## src/rtl/sram_fifo_pkg.sv

```systemverilog
// Shared constants for the SRAM-backed FIFO slice.
// Holds the read-during-write mode the FIFO relies on for its empty-queue bypass.
package sram_fifo_pkg;

  localparam string SRAM_RDW_MODE = "NEW_DATA";

endpackage

```

## src/rtl/sram_1r1w.sv

```systemverilog
// Single-port-read, single-port-write synchronous SRAM, one cycle read latency.
// READ_DURING_WRITE="NEW_DATA" forwards write_data when read and write addresses match.
module sram_1r1w #(
  parameter int    DATA_WIDTH        = 64,
  parameter int    SIZE              = 64,
  parameter string READ_DURING_WRITE = "NEW_DATA",
  parameter int    ADDR_WIDTH        = $clog2(SIZE)
) (
  input  logic                  clk,
  input  logic                  write_en,
  input  logic [ADDR_WIDTH-1:0] write_addr,
  input  logic [DATA_WIDTH-1:0] write_data,
  input  logic                  read_en,
  input  logic [ADDR_WIDTH-1:0] read_addr,
  output logic [DATA_WIDTH-1:0] read_data
);

  logic [DATA_WIDTH-1:0] mem [SIZE];

  always_ff @(posedge clk) begin
    if (write_en) mem[write_addr] <= write_data;
  end

  generate
    if (READ_DURING_WRITE == "NEW_DATA") begin : g_new_data
      always_ff @(posedge clk) begin
        if (read_en)
          read_data <= (write_en && (write_addr == read_addr)) ? write_data : mem[read_addr];
      end
    end else begin : g_old_data
      always_ff @(posedge clk) begin
        if (read_en) read_data <= mem[read_addr];
      end
    end
  endgenerate

endmodule

```

## src/rtl/sram_fifo.sv

```systemverilog
// Show-ahead FIFO on one sram_1r1w; head entry is on value_o with no dequeue latency.
// Optional SRAM_FIFO_CHECK_EN adds simulation-only overflow/underflow/count assertions.
module sram_fifo
  import sram_fifo_pkg::*;
#(
  parameter int WIDTH                  = 64,
  parameter int SIZE                   = 64,
  parameter int ALMOST_FULL_THRESHOLD  = SIZE,
  parameter int ALMOST_EMPTY_THRESHOLD = 1,
  parameter int ADDR_WIDTH             = $clog2(SIZE)
) (
  input  logic             clk,
  input  logic             reset_n,
  input  logic             flush_en,
  input  logic             enqueue_en,
  input  logic [WIDTH-1:0] value_i,
  input  logic             dequeue_en,
  output logic [WIDTH-1:0] value_o,
  output logic             full,
  output logic             almost_full,
  output logic             empty,
  output logic             almost_empty
);

  localparam int CW = ADDR_WIDTH + 1;

  logic [ADDR_WIDTH-1:0] head;
  logic [ADDR_WIDTH-1:0] tail;
  logic [CW-1:0]         count;
  logic [ADDR_WIDTH-1:0] read_addr;
  logic                  do_enq;
  logic                  do_deq;

  // A dequeue frees a slot, so a full FIFO still accepts a simultaneous enqueue.
  assign do_enq = enqueue_en & (~full | dequeue_en) & ~flush_en;
  assign do_deq = dequeue_en & ~empty & ~flush_en;

  // Always read the entry that will be head after this edge; the SRAM bypass
  // covers the case where that entry is being written this same cycle.
  assign read_addr = flush_en ? '0 : (do_deq ? head + 1'b1 : head);

  always_ff @(posedge clk or negedge reset_n) begin
    if (!reset_n) begin
      head  <= '0;
      tail  <= '0;
      count <= '0;
    end else if (flush_en) begin
      head  <= '0;
      tail  <= '0;
      count <= '0;
    end else begin
      if (do_enq) tail <= tail + 1'b1;
      if (do_deq) head <= head + 1'b1;
      if (do_enq && !do_deq)      count <= count + 1'b1;
      else if (do_deq && !do_enq) count <= count - 1'b1;
    end
  end

  assign full         = (count == CW'(SIZE));
  assign almost_full  = (count >= CW'(ALMOST_FULL_THRESHOLD));
  assign empty        = (count == '0);
  assign almost_empty = (count <= CW'(ALMOST_EMPTY_THRESHOLD));

  sram_1r1w #(
    .DATA_WIDTH        (WIDTH),
    .SIZE              (SIZE),
    .READ_DURING_WRITE (SRAM_RDW_MODE)
  ) u_sram (
    .clk        (clk),
    .write_en   (do_enq),
    .write_addr (tail),
    .write_data (value_i),
    .read_en    (1'b1),
    .read_addr  (read_addr),
    .read_data  (value_o)
  );

`ifdef SRAM_FIFO_CHECK_EN
  a_no_overflow: assert property (@(posedge clk) disable iff (!reset_n)
    !(enqueue_en && full && !dequeue_en))
    else $error("sram_fifo overflow");

  a_no_underflow: assert property (@(posedge clk) disable iff (!reset_n)
    !(dequeue_en && empty))
    else $error("sram_fifo underflow");

  a_count_range: assert property (@(posedge clk) disable iff (!reset_n)
    count <= CW'(SIZE))
    else $error("sram_fifo count exceeds SIZE");
`endif

endmodule
```

## config.mk

```make
export PLATFORM = sky130hd
export DESIGN_NAME = sram_fifo
export DESIGN_NICKNAME = d
export VERILOG_FILES = /design/src/rtl/sram_fifo_pkg.sv /design/src/rtl/sram_1r1w.sv /design/src/rtl/sram_fifo.sv
export SDC_FILE = /design/constraint.sdc
export NUM_CORES = 2
export LEC_CHECK = 0
export CAP_MARGIN = 5
export CORE_MARGIN = 3
export CORE_UTILIZATION = 40
export DETAILED_ROUTE_END_ITERATION = 16
export PLACE_DENSITY = 0.56
export SETUP_SLACK_MARGIN = 0.1
export SYNTH_ARGS = -nofsm -noshare
export SYNTH_HDL_FRONTEND = slang
export SYNTH_HIERARCHICAL = 1
export SYNTH_SLANG_ARGS = --single-unit
```

## constraint.sdc

```tcl
create_clock -name clk -period 20.7 [get_ports clk]
set_input_delay 5.175 -clock clk [delete_from_list [all_inputs] [get_ports clk]]
set_output_delay 5.175 -clock clk [all_outputs]
set_load 0.1 [all_outputs]
```

==> run_results.csv <==
group,metric,value,unit
floorplanning,core,400000,um^2
synthesis,synthArstFlopShare,0.00455,
cts,cts.clk_slew.worst_paths,0.05,ns
floorplanning,initial_core_util,0.402,
power,max-vdd-ir-drop,0.0000822,V
critical_path,worstSetupPathType,"in -> reg",
synthesis,synth_cell_types,59,
status,status,"finished clean",
synthesis,muxShareOfSynthArea,0.142,
critical_path,worstPathArrival,11.54,ns
critical_path,critPathMostFrequentCell,"buf_12",
run,cap_violations,0,
timing,hold_slack,0.674,ns
drt,initialDrtViolationCount,10900,
finish,layout-drive-gt1-share,0.158,
synthesis,netlist_area,161000,um^2
cts,cts_resized,0,
global_routing,grt_pass1_wl,672,mm
placed_design,routabilityCongestion,0.767,
timing,finalHoldViolations,0,
synthesis,synth-seq-cells,4179,
floorplanning,die_w,640,um
critical_path,cp_num_buf_inv,5,
timing,max_slew.worst_pin.slew,1.26,ns
worst_hold_path,hold_class,"reg -> reg",
drt,avgRoutedWirePerCell,34.9,um
timing,slew_viol_final,0,
drt,post-route-drc-count,0,
timing,maxSlewHeadroom,0.157,
finish,finalNetCount,8483,
power,combPwrFrac,0.114,
critical_path,cp_max_fo,139,
drt,vias_per_cell,6.00,
power,switchingPower,4.78,mW
critical_path,path_cells,"clkdlybuf4s50_1 > o31a_1 > nand2_1 > xor2_1 > nor2_4 > buf_12 > buf_4 > buf_12 > buf_12 > mux4_2 > a22oi_1 > nand4_1 > a221o_1",
power,power_density,105,nW/um^2
cts,numCtsBuffers,428,
finish,final_common_cell,"edfxtp_1",
cts,insertion_delay,0.96,ns
synthesis,synth_top_family_by_area,"multiplexers",
synthesis,yosysWarnings,6,
global_routing,grt_max_degree,140,
critical_path,crit_family,"buffers and inverters",
cts,root_buffer,"clkbuf_16",
synthesis,seq_area_frac_synth,0.779,
floorplanning,die_h,640,um
global_routing,grt_usage,0.235,
synthesis,synth_edf_count,4160,
critical_path,slowest_stage,"buf_4",
timing,grt_setup_unrepaired,"no",
cts,clockBufferDepth,4,
power,switching_share,0.249,
timing,setup_viol,0,
drt,ant_nets,0,
drt,drt_first_pass_iters,5,
critical_path,cp-start-kind,"input pin",
finish,seq_area,125000,um^2
floorplanning,boundaryPins,137,
power,internal_power,14.4,mW
timing,period_needed,10.88,ns
placed_design,place_hpwl,243,mm
synthesis,synth_fa_ha_area_frac,0.000466,
placed_design,io_buffers,136,
finish,final_util,0.456,
timing,fin_skew,0.0537,ns
global_routing,antenna_found_initial,33,
critical_path,crit_required,21.36,ns
power,p_seq_frac,0.494,
timing,fmax,0.0919,GHz
synthesis,yosys.area_share.simple,0.0175,
synthesis,synth_area_per_cell,20.0,um^2
finish,layout_common_cells,"edfxtp_1, mux2i_1, a22oi_1",
synthesis,synth_ff_type,"edfxtp_1",
cts,htree_levels,5,
drt,via_count,84200,
synthesis,synth_xor_area_frac,0.000871,
synthesis,synth_compound_area_frac,0.0453,
finish,area_delta_synth_final,13.4,%
timing,post-route-period-util,0.526,
global_routing,grt_overflow,0,
finish,nFillCells,33500,
critical_path,cp_slowest_stage_delay,0.88,ns
critical_path,endpoint_kind,"register",
finish,multi_input_area,34000,um^2
cts,cts_sinks,4179,
power,leakage,54.1,nW
timing,fin_setup_tns,0,ns
drt,drt-total-wl,490,mm
cts,cts_tree,"yes",
floorplanning,rows,232,
global_routing,grt_pass1_vias,82700,
power,power.share.clock,0.392,
synthesis,synth_cells,8033,
floorplanning,dieArea,410000,um^2
cts,cts_hold_buf,0,
cts,post_cts.repair.setup_buffers,0,
cells by family after synthesis:
| group | after synthesis |
|---|---|
| muxes | 1789 |
| buffers and inverters | 493 |
| adders and majority gates | 6 |
| other | 1 |
| DFF | 4179 |
| AOI/OAI and AO/OA | 991 |
| xor gates and xnor gates | 16 |
| and+or+nand+nor | 558 |
layout make-up:
cell class / instances / area share
flip-flops and latches: 4179 / 0.687
multi-input cells: 3424 / 0.186
clock buffers: 528 / 0.0616
well taps: 5265 / 0.0361
repair buffers: 369 / 0.0165
clock inverters: 251 / 0.0127
diodes: 12 / 0.000164
inverters: 6 / 0.000123
power by group through the flow:
| stage | registers [mW] | logic (mW) | clock network [mW] |
|---|---|---|---|
| floorplan | 9.87 | 1.14 | 0 |
| global placement | 9.67 | 2.18 | 0 |
| detailed placement | 9.67 | 2.20 | 0 |
| CTS | 9.49 | 2.20 | 7.64 |
| global route | 9.49 | 2.30 | 7.98 |
| finish | 9.48 | 2.18 | 7.52 |
synth_stat cells (3+ instances only):
master    number  area share
a221o_1       62      0.0039
o31a_1         3     0.00016
o22ai_1        5     0.00019
nand3_1      199      0.0062
buf_4         49      0.0023
nor2b_1        9     0.00035
or3_1          4     0.00016
ha_1           6     0.00047
and3_1        64      0.0025
a22oi_1      695       0.032
mux4_2       392       0.055
buf_2        243      0.0076
inv_1          6     0.00014
a211oi_1      66      0.0031
edfxtp_1    4160        0.78
xor2_1         7     0.00038
xnor2_1        9     0.00049
nand3b_1       3     0.00014
clkbuf_1     155      0.0036
mux2_2         4     0.00028
dfrtp_1       19      0.0030
nand2_1       91      0.0021
a21oi_1      136      0.0042
and2_1         3     0.00012
buf_6         14     0.00098
nand4_1       68      0.0026
mux2i_1     1392       0.087
nor3_1        12     0.00037
nor2_1        87      0.0020
buf_1         26     0.00061
nand2b_1       6     0.00023
final timing paths:
check	startpoint	to	slack, ns	cells past startpoint
max in group asynchronous	reset_n	tail[1]$_DFFE_PN0P_	15.39	1
max reg2reg	count[3]$_DFFE_PN0P_	u_sram/read_data[21]$_DFFE_PP_	13.54	13
min reg2reg	count[0]$_DFFE_PN0P_	count[0]$_DFFE_PN0P_	0.67	1
min	count[0]$_DFFE_PN0P_	count[0]$_DFFE_PN0P_	0.67	1
max	dequeue_en	u_sram/read_data[21]$_DFFE_PP_	9.82	13
min in group asynchronous	reset_n	count[4]$_DFFE_PN0P_	4.74	1
flip-flops by register name, indices dropped and copies added (netlist names):
register and count:
u_sram/mem 4096, head 6, count 7, u_sram/read_data 64, tail 6
through the flow:
step / setup slack [ns] / cell area (um^2) / std cells / power (mW)
floorplan: 9.23 / 161000 / 8096 / 11.0
detailed placement: 8.99 / 169000 / 13200 / 11.9
global placement: 8.98 / 169000 / 13200 / 11.9
finish: 9.82 / 183000 / 14000 / 19.2
global route: 9.67 / 183000 / 14000 / 19.8
CTS: 10.0 / 183000 / 14000 / 19.3
layer usage:
metal  vias up  part of all wire  track usage
met2      3712              0.48        0.386
met1     45700              0.41        0.329
met4        16             0.029       0.0637
met5         -           0.00022            0
met3       733             0.074       0.0316
li1      34100                 -            -
Power figures use the tool's default switching activity.
